==> src/rtl/voice_scheduler.sv <==
// Frame-synchronous sequencer for the per-voice ADSR pipeline: sweeps every voice through
// read / compute / key-update slots once per frame and issues buffered note events in slot 0.
module voice_scheduler #(
  parameter int NUM_VOICES     = 128,
  parameter int CLKS_PER_FRAME = 1024,
  parameter int FIFO_DEPTH     = 4
) (
  input  logic       i_clk,
  input  logic       i_reset_n,
  input  logic       i_enable,
  input  logic       i_note_valid,
  input  logic       i_note_status,
  input  logic [7:0] i_note_voice,
  output logic       o_note_ready,
  output logic       o_overflow,
  input  logic       i_clear_overflow,
  output logic [7:0] o_voice_index,
  output logic [1:0] o_pipeline_state,
  output logic       o_upd_flag,
  output logic       o_upd_note_status,
  output logic [7:0] o_upd_voice_index,
  output logic       o_frame_start,
  output logic       o_frame_done
);

  localparam int CW = $clog2(CLKS_PER_FRAME);
  localparam int PW = $clog2(FIFO_DEPTH);
  localparam int NW = PW + 1;
  localparam logic [CW-1:0] LAST_CNT   = CW'(CLKS_PER_FRAME - 1);
  localparam logic [7:0]    LAST_VOICE = 8'(NUM_VOICES - 1);
  localparam logic [NW-1:0] FULL_CNT   = NW'(FIFO_DEPTH);

  if (NUM_VOICES < 1 || NUM_VOICES > 256) begin : g_bad_voices
    $error("voice_scheduler: NUM_VOICES must be 1..256");
  end
  if (CLKS_PER_FRAME < 3 * NUM_VOICES + 1) begin : g_bad_frame
    $error("voice_scheduler: CLKS_PER_FRAME must be >= 3*NUM_VOICES+1");
  end
  if (FIFO_DEPTH < 2 || (FIFO_DEPTH & (FIFO_DEPTH - 1)) != 0) begin : g_bad_depth
    $error("voice_scheduler: FIFO_DEPTH must be a power of 2, >= 2");
  end

  typedef enum logic [1:0] {
    ST_S0   = 2'd0,
    ST_S1   = 2'd1,
    ST_S2   = 2'd2,
    ST_IDLE = 2'd3
  } state_e;

  state_e          state_q, state_d;
  logic [7:0]      voice_q, voice_d;
  logic            running_q, running_d;
  logic [CW-1:0]   cnt_q, cnt_d;
  logic            frame_start_q, frame_start_d;
  logic            frame_done_q, frame_done_d;
  logic            upd_flag_q, upd_flag_d;
  logic            upd_status_q, upd_status_d;
  logic [7:0]      upd_voice_q, upd_voice_d;
  logic            ready_q, ready_d;
  logic            overflow_q, overflow_d;
  logic [NW-1:0]   count_q, count_d;
  logic [PW-1:0]   wr_ptr_q, wr_ptr_d;
  logic [PW-1:0]   rd_ptr_q, rd_ptr_d;
  logic [8:0]      mem_q [FIFO_DEPTH];
  logic            boundary, start, push, pop;

  // Enable is only looked at when idle or on the last clock of a running frame.
  assign boundary = !running_q || (cnt_q == LAST_CNT);
  assign start    = boundary && i_enable;
  // Ready is registered, so a write that lands while full is dropped even if a pop is in flight.
  assign push     = i_note_valid && ready_q;
  assign pop      = upd_flag_q;

  always_ff @(posedge i_clk or negedge i_reset_n) begin
    if (!i_reset_n) begin
      state_q       <= ST_IDLE;
      voice_q       <= '0;
      running_q     <= 1'b0;
      cnt_q         <= '0;
      frame_start_q <= 1'b0;
      frame_done_q  <= 1'b0;
      upd_flag_q    <= 1'b0;
      upd_status_q  <= 1'b0;
      upd_voice_q   <= '0;
      ready_q       <= 1'b1;
      overflow_q    <= 1'b0;
      count_q       <= '0;
      wr_ptr_q      <= '0;
      rd_ptr_q      <= '0;
    end else begin
      state_q       <= state_d;
      voice_q       <= voice_d;
      running_q     <= running_d;
      cnt_q         <= cnt_d;
      frame_start_q <= frame_start_d;
      frame_done_q  <= frame_done_d;
      upd_flag_q    <= upd_flag_d;
      upd_status_q  <= upd_status_d;
      upd_voice_q   <= upd_voice_d;
      ready_q       <= ready_d;
      overflow_q    <= overflow_d;
      count_q       <= count_d;
      wr_ptr_q      <= wr_ptr_d;
      rd_ptr_q      <= rd_ptr_d;
    end
  end

  always_ff @(posedge i_clk) begin
    if (push) begin
      mem_q[wr_ptr_q] <= {i_note_status, i_note_voice};
    end
  end

  always_comb begin
    state_d = state_q;
    voice_d = voice_q;
    case (state_q)
      ST_IDLE: begin
        if (start) begin
          state_d = ST_S0;
          voice_d = '0;
        end
      end
      ST_S0: state_d = ST_S1;
      ST_S1: state_d = ST_S2;
      ST_S2: begin
        if (voice_q == LAST_VOICE) begin
          state_d = ST_IDLE;
          voice_d = '0;
        end else begin
          state_d = ST_S0;
          voice_d = voice_q + 8'd1;
        end
      end
      default: state_d = ST_IDLE;
    endcase
  end

  always_comb begin
    frame_start_d = start;
    frame_done_d  = (state_q == ST_S2) && (voice_q == LAST_VOICE);
    upd_flag_d    = (state_d == ST_S0) && (count_q != '0);
    upd_status_d  = upd_status_q;
    upd_voice_d   = upd_voice_q;
    if (upd_flag_d) begin
      upd_status_d = mem_q[rd_ptr_q][8];
      upd_voice_d  = mem_q[rd_ptr_q][7:0];
    end
  end

  always_comb begin
    if (boundary) begin
      running_d = i_enable;
      cnt_d     = '0;
    end else begin
      running_d = 1'b1;
      cnt_d     = cnt_q + CW'(1);
    end
    wr_ptr_d = push ? wr_ptr_q + PW'(1) : wr_ptr_q;
    rd_ptr_d = pop ? rd_ptr_q + PW'(1) : rd_ptr_q;
    case ({push, pop})
      2'b10:   count_d = count_q + NW'(1);
      2'b01:   count_d = count_q - NW'(1);
      default: count_d = count_q;
    endcase
    ready_d = (count_d != FULL_CNT);
    if (i_note_valid && !ready_q) begin
      overflow_d = 1'b1;
    end else if (i_clear_overflow) begin
      overflow_d = 1'b0;
    end else begin
      overflow_d = overflow_q;
    end
  end

  assign o_note_ready      = ready_q;
  assign o_overflow        = overflow_q;
  assign o_voice_index     = voice_q;
  assign o_pipeline_state  = state_q;
  assign o_upd_flag        = upd_flag_q;
  assign o_upd_note_status = upd_status_q;
  assign o_upd_voice_index = upd_voice_q;
  assign o_frame_start     = frame_start_q;
  assign o_frame_done      = frame_done_q;

endmodule

==> config.mk <==
export PLATFORM = sky130hd
export DESIGN_NAME = voice_scheduler
export DESIGN_NICKNAME = d
export VERILOG_FILES = /design/src/rtl/voice_scheduler.sv
export SDC_FILE = /design/constraint.sdc
export NUM_CORES = 1
export LEC_CHECK = 0
export CAP_MARGIN = 25
export CORE_MARGIN = 4
export CORE_UTILIZATION = 45
export CTS_BUF_LIST = sky130_fd_sc_hd__clkbuf_16
export DETAILED_ROUTE_END_ITERATION = 8
export PLACE_DENSITY = 0.64
export SYNTH_ARGS = -nofsm -noshare
export SYNTH_HDL_FRONTEND = slang
export SYNTH_SLANG_ARGS = --single-unit
==> constraint.sdc <==
create_clock -name i_clk -period 3.8 [get_ports i_clk]
set_clock_uncertainty 0.15 [all_clocks]
set_input_delay 0.38 -clock i_clk [delete_from_list [all_inputs] [get_ports i_clk]]
set_output_delay 0.38 -clock i_clk [all_outputs]
set_load 0.05 [all_outputs]
# Word level (Yosys, flattened, before mapping)
# Memory sizes are Yosys's and may differ from the RTL's. A register that Yosys moved wholly into a read port is not among the register bits.
# Cells that the tools add are included.
[word_totals]
ff_bits = 33
latchBits = 0
mem_bits_rw = 36
mem_bits_ro = 0
inputBits = 14
output_inout_bits = 24
word_cells = 56
mem_count = 1
[op_classes]
add_sub_neg = 6
multipliers = 0
div = 0
order_cmp = 0
n_eq_ne = 9
shift = 0
mux = 13
n_bitwise = 0
reduce_logical = 15
[mem_list]
columns = ["name", "words", "width", "read_ports", "rd_clocked_by_memory_dff", "wr", "line", "source"]
rows = [
  ["mem_q", 4, 9, 1, 1, 1, "64", "logic [8:0] mem_q [FIFO_DEPTH];"],
]
[op_table]
columns = ["op", "n"]
rows = [
  ["8-bit two-way mux", 2],
  ["8-bit one-hot mux with 2 select lines", 1],
  ["10-bit by 1-bit adder with 10-bit output, second input constant", 1],
  ["10-bit equality test, second input constant", 1],
  ["10-bit two-way mux", 1],
  ["8-bit by 1-bit adder with 8-bit output, second input constant", 1],
  ["8-bit by 7-bit equality test with 1-bit output, second input constant", 1],
  ["2-bit one-hot mux with 4 select lines", 1],
  ["2-bit equality test, second input constant", 3],
  ["3-bit one-hot mux with 2 select lines", 1],
  ["1-bit logical AND", 5],
  ["1-bit two-way mux", 5],
  ["2-bit by 1-bit adder with 2-bit output, second input constant", 2],
  ["2-bit by 1-bit equality test with 1-bit output, second input constant", 2],
  ["2-bit logical NOT", 2],
  ["2-bit two-way mux", 2],
  ["2-bit nonzero test", 2],
  ["3-bit by 1-bit adder with 3-bit output, second input constant", 1],
  ["1-bit logical NOT", 3],
  ["3-bit != test, second input constant", 1],
  ["3-bit nonzero test", 1],
  ["3-bit by 1-bit subtractor with 3-bit output, second input constant", 1],
  ["2-bit != test, second input constant", 1],
  ["2-bit AND reduction", 1],
  ["1-bit logical OR", 1],
]

# Depth between registers and ports, before layout
# Gate-level depths: netlist of the first run.
[logic_depth]
word_depth = 7
mapped_depth = 8
mapped_depth_nobuf = 8

# Least setup slack after synthesis of the first run
# OpenSTA, ideal clock, no wires.
[synth_path]
kind = "register to register"
startpoint = "register cnt_q[0]"
endpoint = "register upd_status_q (netlist: o_upd_note_status), read port of mem_q"
setup_ps = 125
arrival_time_ps = 2111
t_required_ps = 3525
slack_ps = 1414
stages_incl_launch_ff = 7
n_path_buf = 0
period_less_slack_ps = 2386
path_cell_list = "dfrtp_1 > ha_1 > nand4_4 > o31ai_4 > a31oi_4 > nor3_4 > mux2_2"
[synth_between]
elab_chain_cells = 7
[synth_lines]
columns = ["element", "line", "source"]
rows = [
  ["from (decl)", "53", "logic [CW-1:0] cnt_q, cnt_d;"],
  ["from (signal assigned)", "94", "cnt_q <= cnt_d;"],
  ["10-bit equality test", "68", "assign boundary = !running_q || (cnt_q == LAST_CNT);"],
  ["1-bit logical OR", "68", ""],
  ["1-bit logical AND", "69", "assign start = boundary && i_enable;"],
  ["2-bit two-way mux", "119", "if (start) begin"],
  ["2-bit one-hot mux with 4 select lines", "117", "case (state_q)"],
  ["2-bit logical NOT", "142", "upd_flag_d = (state_d == ST_S0) && (count_q != '0);"],
  ["1-bit logical AND", "142", ""],
  ["named net upd_flag_d", "56", "logic upd_flag_q, upd_flag_d;"],
  ["to (decl)", "57", "logic upd_status_q, upd_status_d;"],
]
# The timed path passes the listed nets, and every way through them passes these cells.
# A chain may end at the register's enable or synchronous reset.

# Worst setup path after layout of the first run
[layout_path]
startpoint = "register cnt_q[0]"
endpoint = "register upd_voice_q[5] (netlist: o_upd_voice_index[5]), read port of mem_q"
[layout_between]
elab_chain_cells = 7
[layout_lines]
columns = ["element", "line", "source"]
rows = [
  ["10-bit equality test", "68", ""],
  ["1-bit logical OR", "68", ""],
  ["1-bit logical AND", "69", ""],
  ["2-bit two-way mux", "119", ""],
  ["2-bit one-hot mux with 4 select lines", "117", ""],
  ["2-bit logical NOT", "142", ""],
  ["1-bit logical AND", "142", ""],
  ["named net upd_flag_d", "56", ""],
  ["to (decl)", "58", "logic [7:0] upd_voice_q, upd_voice_d;"],
]
# The timed path passes the listed nets, and every way through them passes these cells.

==> impl_metrics.ini, run 1 <==
[place]
post-place-cells = 343
numPortBuffers = 37
dpl_cell_area_um2 = 3690
hpwl_um = 3510
place_ws_ps = 1050
gp_congestion = 0.759

[floorplan]
fp.dieW_um = 92.5
rows = 30
io_pins = 38
core_um2 = 6870
die_y_um = 92.5
die_area_um2 = 8550
start_util = 0.467

[worst_setup_path]
cp_data_required_time_ps = 3860
worstPathArrival_ps = 2760
startpoint_type = flip-flop
cp-end-kind = flip-flop
worstSetupPathType = flip-flop to flip-flop
critPathMaxFanout = 10

[final_layout]
design_area_um2 = 4060
fin_cells = 361
antenna_cells = 0
final_nets = 282
syn_to_final_growth_pct = 26.4
fill_cells = 529
mostFrequentLayoutCell = dfrtp_1
drive_gt1_frac = 0.170
final_cell_mix = dfrtp_1, clkdlybuf4s50_1, edfxtp_1, nor2_1, nand2_1

[drt]
wl_um = 5410
vias = 1807
remaining_drc_errors = 0
drt-initial-drc-count = 81
wl_per_cell_um = 15.0
vias_per_cell = 5.01
drt_first_pass_iters = 4
ant_nets = 0

[yosys]
yosys_most_used_dff = dfrtp_1
synth_xor_area_frac = 0.0382
postSynthAreaPerCell_um2 = 15.1
synthCells = 212
ys_async_sr_fraction = 0.538
synth_edf_count = 36
synth-simple-area-share = 0.0967
syn_area_um2 = 3210
muxShareOfSynthArea = 0.101
synth_adder_area_share = 0.0335
synth_top_family_by_area = multiplexers
synth_warnings = 0
synth_seq_cells = 78
yosysSeqAreaShare = 0.665
synth.distinct_cells = 39
synth_compound_area_frac = 0.0507
syn_nets = 234

[clock_network]
insertion_delay_ps = 320
cts_tree = done
cts_buffers = 9
cts_setup_buffers = 0
cts_htree_levels = 3
cts_max_path_buffers = 2
cts_sinks = 78
clk_pin_slew_ps = 60
cts-root-buf = clkbuf_16

[timing]
fmax_mhz = 369
fin_crit_ps = 2710
maxSlewHeadroom = 0.577
fin_crit_sh = 0.713
hold_viol_final = 0
holdWs_ps = 319
layout_setup_ws_ps = 1090
drv_slew = 0
fin_tns_setup_ps = 0
rsz0062_at_grt = false
tightest_slew_ps = 635
setup_viol = 0

[global_routing]
antenna_found_initial = 0
grt_overflow_total = 0
grt_max_degree = 43
grt_pass1_wl_um = 9250
grt_pass1_vias = 1917
grtUsageTotal = 0.142

[run_status]
status = finished, final reports clean

[power_and_ir_drop]
p_int_w = 0.00203
pwr-share-clk = 0.336
p_leak_nw = 1.59
switching_power_w = 0.000820
power_frac_comb = 0.247
swShare = 0.288
seqPwrFrac = 0.417
peakVddDrop_mv = 0.382
p_per_area_nw_per_um2 = 702

[min_path]
hp-class = primary input to async pin

[flow_run]
maxCapViolCount = 0
==> cells by family after synthesis <==
family | count (synthesis)
DFF | 78
and+or+nand+nor | 58
AOI/OAI and AO/OA | 22
muxes | 20
xor gates and xnor gates | 14
buffers and inverters | 12
adders and majority gates | 8
==> area by class of cell <==
type                            count  area (µm²)  share of cell area
Sequential cell                    78        2140               0.527
Multi-Input combinational cell    122        1030               0.254
Timing Repair Buffer               39         395              0.0975
Clock buffer                        9         225              0.0555
Tap cell                           96         120              0.0296
Clock inverter                      7         114              0.0281
Inverter                           10        37.5             0.00925
==> sequential cells by signal, summed over array words and instances (netlist names) <==
register / count
cnt_q: 10
count_q: 3
o_upd_note_status: 1
o_voice_index: 8
o_upd_voice_index: 8
o_overflow: 1
wr_ptr_q: 2
o_frame_done: 1
o_note_ready: 1
o_frame_start: 1
rd_ptr_q: 2
o_upd_flag: 1
o_pipeline_state: 2
mem_q: 36
running_q: 1
==> routing by layer <==
| layer | track usage | share of wire | vias up |
|---|---|---|---|
| li1 | - | - | 870 |
| met1 | 0.184 | 0.46 | 897 |
| met2 | 0.222 | 0.48 | 34 |
| met3 | 0.0301 | 0.041 | 6 |
| met4 | 0.0792 | 0.018 | 0 |
| met5 | 0 | 0 | - |
==> final timing paths <==
path	start	end	slack [ps]	cells after the start
max in group asynchronous	i_reset_n	o_pipeline_state[0]	2650	3
min	i_reset_n	o_upd_voice_index[7]	320	2
min in group i_clk	cnt_q[0]	cnt_q[0]	330	1
max reg2reg	cnt_q[0]	o_upd_voice_index[5]	1090	6
max	cnt_q[0]	o_upd_voice_index[5]	1090	6
min reg2reg	cnt_q[0]	cnt_q[0]	330	1
==> per-stage QoR <==
stage / utilization / power (W)
final: 0.591 / 0.00285
after global routing: 0.591 / 0.00298
after CTS: 0.586 / 0.00288
after detailed placement: 0.537 / 0.00192
after global placement: 0.537 / 0.00191
after floorplan: - / 0.00169
==> Yosys cell counts (2+ instances only) <==
| master | n | share of area |
|---|---|---|
| xnor2_1 | 8 | 0.022 |
| dfrtp_1 | 39 | 0.30 |
| edfxtp_1 | 36 | 0.34 |
| and3_1 | 7 | 0.014 |
| and2_1 | 2 | 0.0039 |
| mux4_2 | 9 | 0.063 |
| inv_1 | 10 | 0.012 |
| o21ai_0 | 12 | 0.019 |
| ha_1 | 7 | 0.027 |
| o22ai_1 | 2 | 0.0039 |
| nor3_1 | 4 | 0.0062 |
| nor2_1 | 16 | 0.019 |
| a21o_1 | 2 | 0.0047 |
| nand3_1 | 5 | 0.0078 |
| dfstp_2 | 3 | 0.025 |
| xor2_1 | 6 | 0.016 |
| mux2_2 | 10 | 0.035 |
| nand2_1 | 13 | 0.015 |
==> critical path: stages, from the launching register on <==
cell     delay, ps
dfrtp_1        380
ha_1           260
nand4_4        150
o31ai_4        510
a31oi_4        220
nor3_4         510
mux2_2         390
==> repair_timing <==
action | CTS | global route
gates resized for setup | 0 | 0
hold buffers | 0 | 1
hold endpoints to repair | 0 | 10
==> power by group through the flow <==
stage,clock network (W),registers [W],logic (W)
CTS,0.000974,0.00120,0.000714
detailed placement,0,0.00121,0.000713
global route,0.00101,0.00121,0.000756
global placement,0,0.00120,0.000703
finish,0.000958,0.00119,0.000704
floorplan,0,0.00133,0.000364
No activity file was read; power rests on OpenSTA's default activity.
==> run 2, diff against run 1 <==
PLACE_DENSITY = 0.67   (was 0.64)
clock period = 2.3 ns   (was 3.8 ns; I/O delays follow)
==> run 2 against run 1 <==
First-iteration DRC count decreased by 3.7%. Largest power group unchanged. Sequential cell count did not move. Largest cell class unchanged. Wire length up 4.4%. Final area grew 0.12%. Highest routed layer unchanged. Sequential share of layout area shrank 0.065 points.
==> impl_metrics.ini, run 2 (synthesis gave the netlist of run 1 again) <==
[timing]
rsz0062_at_grt = false
fmax_mhz = 467
fin_crit_ps = 2140
fin_tns_setup_ps = 0
fin_crit_sh = 0.931
setup_viol = 0
maxSlewHeadroom = 0.569
drv_slew = 0
tightest_slew_ps = 647
hold_viol_final = 0

[floorplan]
rows = 30
start_util = 0.467
core_um2 = 6870
io_pins = 38
die_y_um = 92.5
die_area_um2 = 8550
fp.dieW_um = 92.5

[drt]
vias = 1836
ant_nets = 0
drt_first_pass_iters = 4
wl_um = 5650
wl_per_cell_um = 15.3
vias_per_cell = 4.98
drt-initial-drc-count = 78
remaining_drc_errors = 0

[final_layout]
fill_cells = 552
utilization = 0.591
final_nets = 290
final_cell_mix = dfrtp_1, clkdlybuf4s50_1, edfxtp_1, nor2_1, nand2_1
largest_register_ffs = 36
syn_to_final_growth_pct = 26.5
largest-register = mem_q
biggestRegsByFlops = mem_q: 36 flops, cnt_q: 10 flops
mostFrequentLayoutCell = dfrtp_1
drive_gt1_frac = 0.190
antenna_cells = 0

[worst_setup_path]
critPathMaxFanout = 7
slowest_delay_ps = 830
cp_data_required_time_ps = 1920
cp-end-kind = primary output
worstPathArrival_ps = 1760
worstSetupPathType = flip-flop to primary output
cp_num_buf_inv = 1
startpoint_type = flip-flop
path_cells = clkdlybuf4s50_1
cpMaxStageDelayCell = clkdlybuf4s50_1
crit_family = buffers and inverters

[clock_network]
clk_pin_slew_ps = 60
post_cts_resized = 0
cts_htree_levels = 3
cts_max_path_buffers = 2
cts_sinks = 78
cts_tree = done
cts-root-buf = clkbuf_16
cts_buffers = 9
insertion_delay_ps = 320

[power_and_ir_drop]
power_frac_comb = 0.280
switching_power_w = 0.00136
pwr-share-clk = 0.295
p_leak_nw = 1.61
seqPwrFrac = 0.424
p_per_area_nw_per_um2 = 1110
swShare = 0.301
peakVddDrop_mv = 0.542
p_int_w = 0.00317

[place]
gp_congestion = 0.775
hpwl_um = 3800
numPortBuffers = 37

[run_status]
status = finished, final reports clean

[global_routing]
antenna_found_initial = 0
grt_pass1_vias = 1961
grt_pass1_wl_um = 9770
grtUsageTotal = 0.149
grt_max_degree = 29
grt_overflow_total = 0

[flow_run]
maxCapViolCount = 0

[min_path]
hp-class = primary input to async pin
[run 2: cell types whose count changed in the layout (fill, tap and decap cells not counted), sizes merged]
cell    before  now
buf          2   10
clkinv       2    3
bufinv       3    1
inv         11   12
[run 2: metrics by stage]
stage                     power, W  hold WS (ps)  cell area (µm²)  std cells  setup WS [ps]
after floorplan            0.00280          -216             3210        212           51.8
after global placement     0.00321           143             3770        352            189
after detailed placement   0.00324           148             3770        352            144
after CTS                  0.00459           318             4060        369            140
after global routing       0.00476           326             4060        369           64.2
final                      0.00453           320             4060        369            159
[run 2: layout make-up]
class / count / area (µm²) / area share
Timing Repair Buffer: 47 / 455 / 0.112
Sequential cell: 78 / 2140 / 0.526
Multi-Input combinational cell: 122 / 1030 / 0.253
Inverter: 10 / 37.5 / 0.00924
Clock buffer: 9 / 225 / 0.0555
Tap cell: 96 / 120 / 0.0296
Clock inverter: 7 / 58.8 / 0.0145
[run 2: path summary, 6_finish.rpt]
path,start,to,slack (ps),cells past startpoint
worst min-delay path,i_reset_n,cnt_q[2],320,2
max in group asynchronous,i_reset_n,o_frame_done,1110,3
worst max register to register,cnt_q[0],o_upd_voice_index[1],190,7
worst min register to register,cnt_q[0],cnt_q[0],330,1
min in group i_clk,i_clear_overflow,o_overflow,320,2
worst max-delay path,o_pipeline_state[1],o_pipeline_state[1],160,1
[run 2: what timing repair did]
item	in CTS	in global routing
endpoints found under the hold margin	23	0
hold buffers	1	0
setup buffers	0	0
[run 2: power by group through the flow]
stage / Combinational, W / Sequential, W / Clock, W
floorplan: 0.000607 / 0.00220 / 0
global placement: 0.00127 / 0.00194 / 0
detailed placement: 0.00129 / 0.00195 / 0
CTS: 0.00130 / 0.00193 / 0.00136
global route: 0.00137 / 0.00196 / 0.00143
finish: 0.00127 / 0.00192 / 0.00134
[run 2: per-layer routing]
layer | routed length (µm) | vias up | share of wire | GRT usage
met5 | 0 | - | 0 | 0
met4 | 78 | 0 | 0.014 | 0.0705
met3 | 145 | 4 | 0.026 | 0.0276
met2 | 2780 | 28 | 0.49 | 0.234
met1 | 2660 | 921 | 0.47 | 0.202
li1 | - | 883 | - | -
